===== src/rtl/apb_otp_initiator.sv =====
// APB requester for the one-time-pad responder.
// Runs an optional key write (0x0), a data write (0x1) and a result read (0x2)
// for each client request. The read result, or a timeout error, is returned
// through a valid/ready response port.
module apb_otp_initiator #(
    parameter int WIDTH           = 128,
    parameter int TIMEOUT         = 16,
    parameter bit WR_IGNORE_READY = 1'b1
) (
    input  logic             pclk,
    input  logic             preset_n,
    input  logic             req_valid,
    output logic             req_ready,
    input  logic [WIDTH-1:0] req_key,
    input  logic [WIDTH-1:0] req_data,
    input  logic             req_load_key,
    input  logic             req_priv,
    output logic             rsp_valid,
    input  logic             rsp_ready,
    output logic [WIDTH-1:0] rsp_data,
    output logic             rsp_err,
    output logic [31:0]      paddr,
    output logic             psel,
    output logic             penable,
    output logic             pwrite,
    output logic [2:0]       pprot,
    output logic [WIDTH-1:0] pwdata,
    input  logic [WIDTH-1:0] prdata,
    input  logic             pready
);

    localparam int CNT_W = $clog2(TIMEOUT + 1);

    typedef enum logic [2:0] {
        IDLE, KEY_SETUP, KEY_ACCESS, DATA_SETUP,
        DATA_ACCESS, RD_SETUP, RD_ACCESS, RESP
    } state_t;

    state_t           state, state_nxt;
    logic [WIDTH-1:0] key_q, data_q;
    logic             priv_q;
    logic [CNT_W-1:0] cnt;
    logic             in_access, in_setup, xfer_done, xfer_tmo;

    // Access-phase completion and timeout detection.
    always_comb begin
        in_access = (state == KEY_ACCESS) || (state == DATA_ACCESS) || (state == RD_ACCESS);
        in_setup  = (state == KEY_SETUP) || (state == DATA_SETUP) || (state == RD_SETUP);
        xfer_done = in_access && ((state != RD_ACCESS && WR_IGNORE_READY) || pready);
        xfer_tmo  = in_access && !xfer_done && (cnt == CNT_W'(TIMEOUT - 1));
    end

    // State register.
    always_ff @(posedge pclk or negedge preset_n) begin
        if (!preset_n) state <= IDLE;
        else           state <= state_nxt;
    end

    // Next-state and APB/handshake outputs; bus fields only depend on state so
    // they change on setup entry and hold through access.
    always_comb begin
        state_nxt = state;
        req_ready = 1'b0;
        rsp_valid = 1'b0;
        psel      = 1'b0;
        penable   = 1'b0;
        pwrite    = 1'b0;
        paddr     = 32'h0;
        pprot     = 3'b000;
        pwdata    = '0;
        unique case (state)
            IDLE: begin
                // Held low while reset is asserted so every output reads zero.
                req_ready = preset_n;
                if (req_valid) state_nxt = req_load_key ? KEY_SETUP : DATA_SETUP;
            end
            KEY_SETUP, KEY_ACCESS: begin
                psel    = 1'b1;
                penable = (state == KEY_ACCESS);
                pwrite  = 1'b1;
                pprot   = {2'b00, priv_q};
                pwdata  = key_q;
                if (state == KEY_SETUP) state_nxt = KEY_ACCESS;
                else if (xfer_tmo)      state_nxt = RESP;
                else if (xfer_done)     state_nxt = DATA_SETUP;
            end
            DATA_SETUP, DATA_ACCESS: begin
                psel    = 1'b1;
                penable = (state == DATA_ACCESS);
                pwrite  = 1'b1;
                paddr   = 32'h1;
                pwdata  = data_q;
                if (state == DATA_SETUP) state_nxt = DATA_ACCESS;
                else if (xfer_tmo)       state_nxt = RESP;
                else if (xfer_done)      state_nxt = RD_SETUP;
            end
            RD_SETUP, RD_ACCESS: begin
                psel    = 1'b1;
                penable = (state == RD_ACCESS);
                paddr   = 32'h2;
                if (state == RD_SETUP)        state_nxt = RD_ACCESS;
                else if (xfer_tmo || xfer_done) state_nxt = RESP;
            end
            RESP: begin
                rsp_valid = 1'b1;
                if (rsp_ready) state_nxt = IDLE;
            end
            default: state_nxt = IDLE;
        endcase
    end

    // Request capture; the client may change its inputs after acceptance.
    always_ff @(posedge pclk) begin
        if (state == IDLE && req_valid) begin
            key_q  <= req_key;
            data_q <= req_data;
            priv_q <= req_priv;
        end
    end

    // Access-cycle counter, cleared in every setup cycle.
    always_ff @(posedge pclk or negedge preset_n) begin
        if (!preset_n)                          cnt <= '0;
        else if (in_setup)                      cnt <= '0;
        else if (in_access && !xfer_done && !xfer_tmo) cnt <= cnt + 1'b1;
    end

    // Response registers, held stable through RESP.
    always_ff @(posedge pclk or negedge preset_n) begin
        if (!preset_n) begin
            rsp_data <= '0;
            rsp_err  <= 1'b0;
        end else if (state == RD_ACCESS && xfer_done) begin
            rsp_data <= prdata;
            rsp_err  <= 1'b0;
        end else if (xfer_tmo) begin
            rsp_data <= '0;
            rsp_err  <= 1'b1;
        end
    end

endmodule


===== config.mk =====
export PLATFORM = sky130hd
export DESIGN_NAME = apb_otp_initiator
export DESIGN_NICKNAME = d
export VERILOG_FILES = /design/src/rtl/apb_otp_initiator.sv
export SDC_FILE = /design/constraint.sdc
export NUM_CORES = 1
export LEC_CHECK = 0
export BUFFER_PORTS_ARGS = -buffer_cell sky130_fd_sc_hd__buf_2
export CORE_AREA = 4 4 267 269
export CTS_BUF_LIST = sky130_fd_sc_hd__clkbuf_16
export DETAILED_ROUTE_END_ITERATION = 7
export DIE_AREA = 0 0 271 273
export SETUP_SLACK_MARGIN = 0.3
export SYNTH_ARGS = -nofsm -noshare
export SYNTH_HDL_FRONTEND = slang
export SYNTH_SLANG_ARGS = --single-unit

===== constraint.sdc =====
create_clock -name pclk -period 8.75 [get_ports pclk]
set_input_delay 0.875 -clock pclk [delete_from_list [all_inputs] [get_ports pclk]]
set_output_delay 0.875 -clock pclk [all_outputs]
set_load 0.005 [all_outputs]

==> run_results.csv <==
group,metric,value,unit
drt,drc_errors,0,
timing,final-max-slew-violation-count,0,
clock_tree,cts_hold_buf,0,
global_routing,first_global_vias,10400,
timing,rsz0062_at_grt,"no",
floorplanning,rows,96,
timing,setup_viol,0,
finish,regArea,11100,sq um
critical_path,path_max_fanout,86,
yosys,synth_area_leader_cell,"edfxtp_1",
power,p_per_area,331,nW/um^2
placed_design,gp_congestion,0.882,
timing,slew_headroom,28.6,%
drt,avgViaCountPerCell,4.12,
clock_tree,root_buffer,"clkbuf_16",
floorplanning,die_h,273,um
finish,nets,1839,
power,peakVddDrop,0.000183,V
drt,via_count,9957,
clock_tree,postCtsSetupRepairBufs,0,
timing,fin_tns_setup,0,ns
yosys,yosysTopAreaCellShare,53.7,%
clock_tree,htreeDepth,2,
timing,finalCritPeriodShare,50.9,%
clock_tree,cts_tree,"yes",
finish,drive_above_1_share,49.8,%
global_routing,gr-total-overflow,0,
drt,totalWireLength,49900,um
yosys,netlist_area,14400,sq um
timing,timing.final.crit_period,4.46,ns
clock_tree,cts-resized-gates,0,
critical_path,crit_path_top_delay_cell,"buf_4",
power,leakagePower,9.00,nW
yosys,seq_area_frac_synth,77.6,%
floorplanning,die_x,271,um
drt,drtIter0Drc,702,
floorplanning,ios,688,
job,cap_violations,0,
clock_tree,cts_buffers,44,
clock_tree,worstSkewPairLatency,0.56,ns
placed_design,place_hpwl,38300,um
worst_hold_path,hold_path_class,"primary input to async pin",
critical_path,cp_cell_sequence,"nand2b_1 > o22ai_4 > buf_4 > buf_4 > a22o_1 > buf_2",
global_routing,grt_use_total,12.6,%
finish,design_area,19900,sq um
timing,finalHoldViolCount,0,
timing,hold_ws,0.199,ns
finish,nFillCells,6933,
finish,final_util,29.0,%
placed_design,portBuffers,655,
yosys,synthCells,795,
yosys,synthDistinctLibCells,32,
yosys,avgSynthCellArea,18.1,sq um
drt,final_antenna_net_count,0,
timing,final.setup_skew,0.0219,ns
critical_path,reg2reg_depth,4,
yosys,ys_seq_elements,394,
run_status,status,"finished clean",
power,power,6.58,mW
global_routing,antenna_found_initial,22,
placed_design,placed_cell_area,18400,sq um
drt,post_drt_wl_per_cell,20.6,um
floorplanning,core-area,68600,sq um
yosys,synthTopCellsByArea,"edfxtp_1 54%, dfrtp_1 24%, a22o_1 16%",
timing,fin_ws,4.29,ns
placed_design,detailedPlace.worstSlack,4.88,ns
global_routing,grt_pass1_wl,69900,um
critical_path,cp.arrival,3.58,ns
clock_tree,cts.sinks,394,
finish,area_growth,38.5,%
critical_path,endpoint_kind,"output port",
yosys,ys_warn_count,0,
clock_tree,clk_pin_slew,0.06,ns
timing,max_freq,0.224,GHz
critical_path,max_stage_delay,0.75,ns
global_routing,grt_max_degree,152,
floorplanning,initial_core_util,20.9,%
finish,multiInputGateArea,2710,sq um
floorplanning,dieArea,74000,sq um
drt,dr.pass1.iters,5,
critical_path,critical_path_class,"flop to output port",
placed_design,dp.cells,2331,
clock_tree,clk_path_buf_depth,3,
finish,finalNonFillerCells,2418,
critical_path,crit_path_frequent_cell,"buf_4",
timing,worst_pin_slew,1.07,ns
critical_path,critPathLaunchType,"flop",
critical_path,required,7.88,ns
## cell type report
cell class                      count  share of cell area [%]
Antenna cell                        8                   0.101
Clock buffer                       48                    6.04
Multi-Input combinational cell    339                    13.6
Tap cell                          931                    5.85
Clock inverter                     31                    1.42
Sequential cell                   394                    56.0
Timing Repair Buffer              665                    16.9
Inverter                            2                  0.0377
## path summary, 6_finish.rpt
kind / startpoint / end / slack (ns)
hold / removal: preset_n / rsp_data[39] / 0.20
setup / recovery: state[2] / pwdata[117] / 4.29
min in group pclk: req_data[12] / data_q[12] / 0.48
setup reg to reg: state[1] / data_q[58] / 5.22
hold reg to reg: rsp_data[64] / rsp_data[64] / 0.49
max in group asynchronous: preset_n / rsp_data[64] / 7.26
## state kept, by name, indices dropped and copies added, names as in the netlist
signal,flops
cnt,5
data_q,128
key_q,128
priv_q,1
rsp_data,128
rsp_err,1
state,3
## worst max-delay path, delay by kind of cell, from the launching register on
kind            cells  cell delay, ns
compound gates      2            0.81
buf+inv             3            1.33
flops               1            0.60
simple gates        1            0.16
## placed cells by master, fill, tap and decap left out, types with 2 or more instances in the layout
cell,count
nand3_1,2
clkinv_2,4
clkinvlp_4,2
inv_1,12
conb_1,32
and3_1,3
buf_2,654
and2_1,3
dfrtp_1,137
clkinv_1,5
bufinv_16,5
clkbuf_16,48
nand2_1,6
ha_1,2
or2_1,2
edfxtp_1,257
nor2_1,7
diode_2,8
and2_4,2
mux2i_1,3
nand2b_1,2
o21ai_0,3
buf_4,9
a21oi_1,3
inv_2,2
a22o_1,256
## cells by family (layout without fill, tap and decap cells)
logic type / Yosys count / count (layout) / share of synthesized area [%]
flip-flops: 394 / 394 / 77.6
AO/OA/AOI/OAI: 267 / 267 / 16.1
XOR/XNOR: 1 / 1 / 0.0610
other: 1 / 40 / 0.0261
buffers and inverters: 93 / 746 / 4.51
multiplexers: 4 / 4 / 0.287
AND/OR/NAND/NOR: 33 / 33 / 1.22
adder cells (fa/ha/maj): 2 / 2 / 0.174
## cell usage after synthesis
library cell,number
inv_1,2
and2b_4,1
o22ai_2,1
buf_4,44
mux2i_1,3
and2_1,5
nand3b_1,1
mux2_2,1
nor2b_1,1
xor2_1,1
nand3_1,2
nor2_1,7
nand2b_1,2
a21oi_1,3
o21ai_0,3
nor3_1,1
o21ai_1,1
nand2_1,7
buf_6,14
clkbuf_1,10
and3_1,3
o311ai_1,1
conb_1,1
a21bo_2,1
dfrtp_1,137
edfxtp_1,257
a22o_1,256
buf_2,23
ha_1,2
o41ai_1,1
or2_1,2
and3b_1,1
## per-layer routing
metal | vias to the layer above | GRT usage, % | part of all wire, %
met3 | 113 | 5.11 | 10
met5 | - | 0 | 0.19
li1 | 4449 | - | -
met1 | 4825 | 12.3 | 33
met2 | 556 | 23.3 | 52
met4 | 14 | 5.65 | 4.8
## power breakdown
part	total (mW)	switching, mW	internal (mW)
clock	1.89	0.753	1.13
combinational	2.09	1.10	0.986
sequential	2.61	0.218	2.39
Note: power is estimated with default switching activity, not from simulation.
